[src/rtl/host_cmd_serializer_if.sv]
// host_cmd_serializer_if: command request bundle between a command source
// (master) and the UART command serializer (slave).
interface host_cmd_serializer_if #(
  parameter int ADDR_WIDTH = 4,
  parameter int FUN_WIDTH  = 4
);
  logic                  CMD_VLD;
  logic                  CMD_RDY;
  logic [1:0]            CMD_TYPE;
  logic [ADDR_WIDTH-1:0] CMD_ADDR;
  logic [7:0]            CMD_DATA0;
  logic [7:0]            CMD_DATA1;
  logic [FUN_WIDTH-1:0]  CMD_FUN;
  logic                  PAR_EN;
  logic                  PAR_TYP;

  modport master (
    output CMD_VLD, CMD_TYPE, CMD_ADDR, CMD_DATA0, CMD_DATA1, CMD_FUN,
           PAR_EN, PAR_TYP,
    input  CMD_RDY
  );

  modport slave (
    input  CMD_VLD, CMD_TYPE, CMD_ADDR, CMD_DATA0, CMD_DATA1, CMD_FUN,
           PAR_EN, PAR_TYP,
    output CMD_RDY
  );
endinterface

[src/rtl/host_cmd_serializer.sv]
// host_cmd_serializer: accepts one command request, builds the matching
// command frame (0xAA write, 0xBB read, 0xCC ALU+operands, 0xDD ALU) and
// shifts it out as 8-bit UART characters (start, 8 data LSB first, optional
// parity, stop) on an idle-high line.
// Optional feature: define HOST_CMD_GAP_EN to insert GAP_BITS idle-high bit
// periods between consecutive bytes of one frame.
module host_cmd_serializer #(
  parameter int BIT_CLKS   = 8,
  parameter int ADDR_WIDTH = 4,
  parameter int FUN_WIDTH  = 4,
  parameter int GAP_BITS   = 2
) (
  input  logic                 CLK,
  input  logic                 RST,
  host_cmd_serializer_if.slave cmd,
  output logic                 TX_S_DATA,
  output logic                 BUSY,
  output logic                 DONE
);

  localparam int               CNT_W    = (BIT_CLKS > 1) ? $clog2(BIT_CLKS) : 1;
  localparam logic [CNT_W-1:0] CNT_LAST = CNT_W'(BIT_CLKS - 1);

  // Reject parameter values the counters cannot represent.
  if (BIT_CLKS < 1 || BIT_CLKS > 256) begin : g_bad_bit_clks
    $error("host_cmd_serializer: BIT_CLKS must be in 1..256");
  end
  if (GAP_BITS < 1) begin : g_bad_gap_bits
    $error("host_cmd_serializer: GAP_BITS must be at least 1");
  end

`ifdef HOST_CMD_GAP_EN
  typedef enum logic [2:0] {IDLE, START, DATA, PARITY, STOP, GAP} state_t;
  localparam int               GAP_W    = (GAP_BITS > 1) ? $clog2(GAP_BITS) : 1;
  localparam logic [GAP_W-1:0] GAP_LAST = GAP_W'(GAP_BITS - 1);
  logic [GAP_W-1:0] gap_cnt_q, gap_cnt_d;
`else
  typedef enum logic [2:0] {IDLE, START, DATA, PARITY, STOP} state_t;
`endif

  state_t                state_q, state_d;
  logic [CNT_W-1:0]      cnt_q, cnt_d;
  logic [2:0]            bit_idx_q, bit_idx_d;
  logic [1:0]            byte_idx_q, byte_idx_d;
  logic [1:0]            type_q, type_d;
  logic [ADDR_WIDTH-1:0] addr_q, addr_d;
  logic [7:0]            data0_q, data0_d;
  logic [7:0]            data1_q, data1_d;
  logic [FUN_WIDTH-1:0]  fun_q, fun_d;
  logic                  par_en_q, par_en_d;
  logic                  par_typ_q, par_typ_d;
  logic                  tx_q, tx_d;
  logic                  done_q, done_d;

  logic                  bit_end;
  logic                  last_byte;
  logic [1:0]            last_idx;
  logic [7:0]            cur_byte;

  assign bit_end   = (cnt_q == CNT_LAST);
  assign last_idx  = (type_q == 2'd0) ? 2'd2 : (type_q == 2'd2) ? 2'd3 : 2'd1;
  assign last_byte = (byte_idx_q == last_idx);

  assign TX_S_DATA   = tx_q;
  assign DONE        = done_q;
  assign BUSY        = (state_q != IDLE);
  assign cmd.CMD_RDY = (state_q == IDLE);

  // State register: FSM, counters, latched command and the registered line.
  always_ff @(posedge CLK) begin
    if (RST) begin
      state_q    <= IDLE;
      cnt_q      <= '0;
      bit_idx_q  <= '0;
      byte_idx_q <= '0;
      type_q     <= '0;
      addr_q     <= '0;
      data0_q    <= '0;
      data1_q    <= '0;
      fun_q      <= '0;
      par_en_q   <= 1'b0;
      par_typ_q  <= 1'b0;
      tx_q       <= 1'b1;
      done_q     <= 1'b0;
`ifdef HOST_CMD_GAP_EN
      gap_cnt_q  <= '0;
`endif
    end else begin
      state_q    <= state_d;
      cnt_q      <= cnt_d;
      bit_idx_q  <= bit_idx_d;
      byte_idx_q <= byte_idx_d;
      type_q     <= type_d;
      addr_q     <= addr_d;
      data0_q    <= data0_d;
      data1_q    <= data1_d;
      fun_q      <= fun_d;
      par_en_q   <= par_en_d;
      par_typ_q  <= par_typ_d;
      tx_q       <= tx_d;
      done_q     <= done_d;
`ifdef HOST_CMD_GAP_EN
      gap_cnt_q  <= gap_cnt_d;
`endif
    end
  end

  // Next-state logic: bit-period timing, bit/byte sequencing, command latch.
  always_comb begin
    state_d    = state_q;
    cnt_d      = cnt_q;
    bit_idx_d  = bit_idx_q;
    byte_idx_d = byte_idx_q;
    type_d     = type_q;
    addr_d     = addr_q;
    data0_d    = data0_q;
    data1_d    = data1_q;
    fun_d      = fun_q;
    par_en_d   = par_en_q;
    par_typ_d  = par_typ_q;
`ifdef HOST_CMD_GAP_EN
    gap_cnt_d  = gap_cnt_q;
`endif
    if (state_q != IDLE) begin
      cnt_d = bit_end ? '0 : cnt_q + 1'b1;
    end
    case (state_q)
      IDLE: begin
        cnt_d = '0;
        if (cmd.CMD_VLD) begin
          state_d    = START;
          bit_idx_d  = '0;
          byte_idx_d = '0;
          type_d     = cmd.CMD_TYPE;
          addr_d     = cmd.CMD_ADDR;
          data0_d    = cmd.CMD_DATA0;
          data1_d    = cmd.CMD_DATA1;
          fun_d      = cmd.CMD_FUN;
          par_en_d   = cmd.PAR_EN;
          par_typ_d  = cmd.PAR_TYP;
        end
      end
      START: begin
        if (bit_end) begin
          state_d   = DATA;
          bit_idx_d = '0;
        end
      end
      DATA: begin
        if (bit_end) begin
          if (bit_idx_q == 3'd7) begin
            state_d = par_en_q ? PARITY : STOP;
          end else begin
            bit_idx_d = bit_idx_q + 3'd1;
          end
        end
      end
      PARITY: begin
        if (bit_end) begin
          state_d = STOP;
        end
      end
      STOP: begin
        if (bit_end) begin
          if (last_byte) begin
            state_d = IDLE;
          end else begin
            byte_idx_d = byte_idx_q + 2'd1;
`ifdef HOST_CMD_GAP_EN
            state_d    = GAP;
            gap_cnt_d  = '0;
`else
            state_d    = START;
`endif
          end
        end
      end
`ifdef HOST_CMD_GAP_EN
      GAP: begin
        if (bit_end) begin
          if (gap_cnt_q == GAP_LAST) begin
            state_d = START;
          end else begin
            gap_cnt_d = gap_cnt_q + 1'b1;
          end
        end
      end
`endif
      default: state_d = IDLE;
    endcase
  end

  // Output logic: line level for the upcoming cycle and the frame-done pulse.
  always_comb begin
    cur_byte = 8'hFF;
    case (type_q)
      2'd0: begin
        case (byte_idx_d)
          2'd0:    cur_byte = 8'hAA;
          2'd1:    cur_byte = 8'(addr_q);
          default: cur_byte = data0_q;
        endcase
      end
      2'd1: begin
        cur_byte = (byte_idx_d == 2'd0) ? 8'hBB : 8'(addr_q);
      end
      2'd2: begin
        case (byte_idx_d)
          2'd0:    cur_byte = 8'hCC;
          2'd1:    cur_byte = data0_q;
          2'd2:    cur_byte = data1_q;
          default: cur_byte = 8'(fun_q);
        endcase
      end
      default: begin
        cur_byte = (byte_idx_d == 2'd0) ? 8'hDD : 8'(fun_q);
      end
    endcase
    case (state_d)
      START:   tx_d = 1'b0;
      DATA:    tx_d = cur_byte[bit_idx_d];
      PARITY:  tx_d = (^cur_byte) ^ par_typ_q;
      default: tx_d = 1'b1;
    endcase
    done_d = (state_q == STOP) && bit_end && last_byte;
  end

endmodule

[src/flat_wrapper.sv]
// flat-port wrapper written by rule: the top's interface ports become plain ports
module host_cmd_serializer_flat 
#(
  parameter int BIT_CLKS   = 8,
  parameter int ADDR_WIDTH = 4,
  parameter int FUN_WIDTH  = 4,
  parameter int GAP_BITS   = 2
)
  (CLK, RST, TX_S_DATA, BUSY, DONE, cmd_CMD_VLD, cmd_CMD_TYPE, cmd_CMD_ADDR, cmd_CMD_DATA0, cmd_CMD_DATA1, cmd_CMD_FUN, cmd_PAR_EN, cmd_PAR_TYP, cmd_CMD_RDY);
  host_cmd_serializer_if #(.ADDR_WIDTH(ADDR_WIDTH), .FUN_WIDTH(FUN_WIDTH)) cmd_i ();
  input  logic CLK;
  input  logic RST;
  output logic TX_S_DATA;
  output logic BUSY;
  output logic DONE;
  input wire logic [$bits(cmd_i.CMD_VLD)-1:0] cmd_CMD_VLD;
  input wire logic [$bits(cmd_i.CMD_TYPE)-1:0] cmd_CMD_TYPE;
  input wire logic [$bits(cmd_i.CMD_ADDR)-1:0] cmd_CMD_ADDR;
  input wire logic [$bits(cmd_i.CMD_DATA0)-1:0] cmd_CMD_DATA0;
  input wire logic [$bits(cmd_i.CMD_DATA1)-1:0] cmd_CMD_DATA1;
  input wire logic [$bits(cmd_i.CMD_FUN)-1:0] cmd_CMD_FUN;
  input wire logic [$bits(cmd_i.PAR_EN)-1:0] cmd_PAR_EN;
  input wire logic [$bits(cmd_i.PAR_TYP)-1:0] cmd_PAR_TYP;
  output wire logic [$bits(cmd_i.CMD_RDY)-1:0] cmd_CMD_RDY;
  assign cmd_i.CMD_VLD = cmd_CMD_VLD;
  assign cmd_i.CMD_TYPE = cmd_CMD_TYPE;
  assign cmd_i.CMD_ADDR = cmd_CMD_ADDR;
  assign cmd_i.CMD_DATA0 = cmd_CMD_DATA0;
  assign cmd_i.CMD_DATA1 = cmd_CMD_DATA1;
  assign cmd_i.CMD_FUN = cmd_CMD_FUN;
  assign cmd_i.PAR_EN = cmd_PAR_EN;
  assign cmd_i.PAR_TYP = cmd_PAR_TYP;
  assign cmd_CMD_RDY = cmd_i.CMD_RDY;
  host_cmd_serializer #(.BIT_CLKS(BIT_CLKS), .ADDR_WIDTH(ADDR_WIDTH), .FUN_WIDTH(FUN_WIDTH), .GAP_BITS(GAP_BITS)) u_core (.CLK(CLK), .RST(RST), .cmd(cmd_i), .TX_S_DATA(TX_S_DATA), .BUSY(BUSY), .DONE(DONE));
endmodule
[config.mk]
export PLATFORM = sky130hd
export DESIGN_NAME = host_cmd_serializer_flat
export DESIGN_NICKNAME = d
export VERILOG_FILES = /design/src/rtl/host_cmd_serializer_if.sv /design/src/rtl/host_cmd_serializer.sv /design/src/flat_wrapper.sv
export SDC_FILE = /design/constraint.sdc
export NUM_CORES = 1
export LEC_CHECK = 0
export ABC_AREA = 1
export CORE_MARGIN = 1
export CORE_UTILIZATION = 55
export DETAILED_ROUTE_END_ITERATION = 8
export PLACE_DENSITY = 0.84
export SLEW_MARGIN = 20
export SYNTH_ARGS = -nofsm -noshare
export SYNTH_HDL_FRONTEND = slang
export SYNTH_SLANG_ARGS = --single-unit
[constraint.sdc]
create_clock -name CLK -period 2.6 [get_ports CLK]
set_input_delay 0.26 -clock CLK [delete_from_list [all_inputs] [get_ports CLK]]
set_output_delay 0.26 -clock CLK [all_outputs]
set_load 0.05 [all_outputs]
==> impl_summary.log <==
INFO  metric critical_path.top_delay_family = simple AND/OR/NAND/NOR gates
INFO  metric global_route.usage.total = 0.2706
INFO  metric tritoncts = built
INFO  metric finalSetupViolations = 0
INFO  metric final_cell_count_without_fillers = just over 500
INFO  metric antenna_nets_post_route = 0
INFO  metric fp-row-count = 24
INFO  metric finalWorstPathRequiredPeriod = 2.477 ns
INFO  metric power_per_cell_area = 486.4 nW/um^2
INFO  metric setup_tns = 0 ns
INFO  metric reg2reg_setup_slack = 0.12 ns
INFO  metric slew_headroom = 0.5829
INFO  metric postSynthNetCount = 448
INFO  metric detail_route.wl_per_cell = about 13 um
INFO  metric setup.worst_path.end_class = register
INFO  metric crit_path_top_delay_cell = dfxtp_2
INFO  metric numPortBuffers = 34
INFO  metric grt_antenna_before_repair = 0
INFO  metric critical_path_arrival = 2.68 ns
INFO  metric io_pins = 35
INFO  metric detail_route.first_pass.iterations = 5
INFO  metric max_fanout_on_critical_path = 4
INFO  metric syn_area = roughly 2500 sq um
INFO  metric worstSetupPathDepth = 23
INFO  metric filler_cell_count = 365
INFO  metric final_hold_viol_count = 0
INFO  metric nets = 493
INFO  metric crit_top_cell = nand2_1
INFO  metric initial_core_util = 0.5739
INFO  metric worst_setup_sp = u_core.cnt_q[0]
INFO  metric worst_r2r_path_depth = 23
INFO  metric synth.yosys.warnings = 0
INFO  metric final_core_util = 0.7503
INFO  metric synth_cell_types = 31
INFO  metric globalRouteOverflowTotal = 0
INFO  metric worst_hold_path_type = reg2reg
INFO  metric detail_route.wirelength = about 6.8 mm
INFO  metric maxSlewViolCount = 0
INFO  metric antenna-diode-count = 0
INFO  metric pin_count_of_the_biggest_net_entering_global_routing = 47
INFO  metric worst_pin_slew = slightly above 0.6 ns
INFO  metric clock_tree.root_cell = clkbuf_8
INFO  metric max-cap-violations = 0
INFO  metric worst_r2r_endpoint = u_core.TX_S_DATA
INFO  metric status = complete, no violations
INFO  metric detail_route.iter0.violations = approximately 200
INFO  metric r2r-start = u_core.cnt_q[0]
INFO  metric crit_path_cell_trace = ha_4 > ha_4 > nand2_2 > inv_2 > nand2_2 > nor2_4 > nor2_4 > nor2_4 > buf_6 > buf_6 > nand3_1 > nand2_1 > nand2_1 > nand2_1 > nor2_1 > nor2_2 > nand2_1 > nand2_1 > nand2_1 > nand2_1 > nand2_1 > nand3_1 > nand2_1
INFO  metric ff_latch_count_synth = between 40 and 50
INFO  metric route.detailed.vias_per_inst = approximately 5.5
INFO  metric synthCells = around 410
INFO  metric worst_clock_skew = 0.002986 ns
INFO  metric setup_ws_final = 0.1228 ns
INFO  metric drcViolationCount = 0
INFO  metric worst_skew_pair.late_latency = 0.30 ns
INFO  metric route.vias.total = about 2800
INFO  metric cellLeakagePower = ~1.5 nW
INFO  metric finalWeightedCongestion = roughly 0.88
INFO  metric drive_above_1_share = 0.1435
INFO  metric timing.critical_path.buf_inv = 3
INFO  metric htreeDepth = 2
INFO  metric fmax = 0.4037 GHz
INFO  metric final_common_cell = nand2_1
INFO  metric clk_path_buf_depth = 2
INFO  metric seq_area_frac_synth = 0.3262
INFO  metric slowest_delay = around 0.35 ns
INFO  metric clk_pin_slew = roughly 0.08 ns
INFO  metric ir_drop_worst_vdd = about 0.44 mV
INFO  metric min_period_over_period = 0.9528
INFO  metric syn_area_per_cell = between 6 and 7 sq um
INFO  metric number_of_clock_sinks = 41
INFO  metric grt_pass1_wl = ~11 mm
INFO  metric startpoint_type = register
INFO  metric timing.critical_path.required = between 2 and 3 ns
INFO  metric cp-endpoint = u_core.TX_S_DATA
INFO  metric die_width = about 70 um
INFO  metric placed_cells_incl_taps = ~500
INFO  metric first_global_vias = roughly 2300
INFO  metric crit_path_kind = reg2reg
INFO  metric placed_wire_length_estimate_after_detailed_placement = slightly below 5 mm
INFO  metric final_cell_mix = 105 x nand2_1, 57 x inv_1, 42 x a21oi_1
INFO  metric area_overhead_vs_synth = 30.73%
INFO  metric floorplan.core_area = ~4400 sq um
INFO  metric dieArea = approximately 4800 sq um
INFO  metric die_h = slightly below 70 um
INFO  metric tritoncts_buffer_count = 5
INFO  metric place_worst_setup_slack = ~0.033 ns
-- report_power, final --
group / internal (mW) / leakage, nW / switching [mW]
combinational: 0.122 / 1.11 / 0.181
clock: 0.381 / 0.0681 / 0.231
sequential: 0.664 / 0.338 / 0.0199
-- worst register-to-register path, stage by stage (launching register included) --
cell and delay, ns:
dfxtp_2 0.35, ha_4 0.13, ha_4 0.15, nand2_2 0.06, inv_2 0.07, nand2_2 0.06
nor2_4 0.12, nor2_4 0.06, nor2_4 0.19, buf_6 0.13, buf_6 0.09, nand3_1 0.08
nand2_1 0.09, nand2_1 0.07, nand2_1 0.06, nor2_1 0.06, nor2_2 0.18, nand2_1 0.07
nand2_1 0.09, nand2_1 0.06, nand2_1 0.06, nand2_1 0.05, nand3_1 0.08, nand2_1 0.05
-- state kept, by name (all words and copies together) (netlist names), 2 cells and up --
| name | cells |
|---|---|
| u_core.type_q | 2 |
| u_core.fun_q | 4 |
| u_core.addr_q | 4 |
| u_core.data0_q | 8 |
| u_core.cnt_q | 3 |
| u_core.data1_q | 8 |
| u_core.byte_idx_q | 2 |
| u_core.bit_idx_q | 3 |
| u_core.state_q | 3 |
-- cell type report --
class                           instances  area [sq um]  share of cell area
Timing Repair Buffer                   53         510.5              0.1552
Tap cell                               52         65.06             0.01978
Inverter                               63         236.5             0.07189
Sequential cell                        41         823.3              0.2503
Clock buffer                            5         68.82             0.02092
Clock inverter                          3         65.06             0.01978
Multi-Input combinational cell        295          1520              0.4622
-- layer usage --
metal / global-route usage / share of wire / up-vias
met2: 0.4326 / 0.47 / 129
met5: 0 / 0 / -
li1: - / - / 1433
met1: 0.3551 / 0.44 / 1207
met3: 0.05814 / 0.069 / 22
met4: 0.1089 / 0.025 / 0
-- synth_stat cells --
cell type	n	area, sq um
clkbuf_1	9	33.78
nand2_2	2	12.51
buf_4	1	7.510
nand2_4	1	11.26
nand4_1	12	75.07
nor2_1	29	108.9
nor2_2	3	18.77
nand3_2	1	10.01
dfxtp_1	41	820.8
inv_2	4	15.01
nor3_1	3	15.01
buf_6	1	11.26
o31ai_1	1	7.510
inv_1	59	221.5
o21ai_0	25	125.1
nand3_1	42	210.2
and3_1	1	6.260
nor2_4	1	11.26
nor4_1	1	6.260
a41oi_1	1	8.760
nand2_1	113	424.2
or2_2	1	6.260
ha_1	3	37.54
o21a_1	1	7.510
buf_2	5	25.02
a41o_1	1	10.01
nor3b_1	1	7.510
o21ai_1	3	15.01
a31oi_1	2	12.51
a21oi_1	45	225.2
o32ai_1	1	8.760
-- worst min path at each step --
stage	startpoint	to	slack [ns]	cells after the start
2_1_floorplan	u_core.cnt_q[0]	u_core.cnt_q[0]	0.41	1
3_3_place_gp	u_core.cnt_q[0]	u_core.cnt_q[0]	0.42	1
3_5_place_dp	u_core.cnt_q[0]	u_core.cnt_q[0]	0.42	1
4_1_cts	u_core.cnt_q[0]	u_core.cnt_q[0]	0.44	1
5_1_grt	u_core.cnt_q[0]	u_core.cnt_q[0]	0.46	1
6_report	u_core.cnt_q[0]	u_core.cnt_q[0]	0.44	1
-- stage by stage --
step                      hold WS [ns]  total power, mW  instance area, sq um
final                           0.4402            1.600                  3289
after global routing            0.4568            1.673                  3289
after detailed placement        0.4246           0.9835                  2947
after floorplan                 0.4077           0.8790                  2521
after CTS                       0.4362            1.586                  3080
after global placement          0.4151           0.9754                  2947
-- kinds of logic (layout without fill, tap and decap cells) --
logic type | count (synthesis) | count (layout) | share of synthesized area
DFF | 41 | 41 | 0.3262
and+or+nand+nor | 211 | 212 | 0.3670
AOI/OAI and AO/OA | 80 | 80 | 0.1671
adders and majority gates | 3 | 3 | 0.01492
buffers and inverters | 79 | 124 | 0.1248
-- repair_timing --
action | CTS | global route
setup endpoints to repair | 0 | 1
setup buffers | 0 | 6
gates resized for setup | 0 | 38
hold buffers | 0 | 0
endpoints found under the hold margin | 0 | 0
Note: power is estimated with default switching activity, not from simulation.
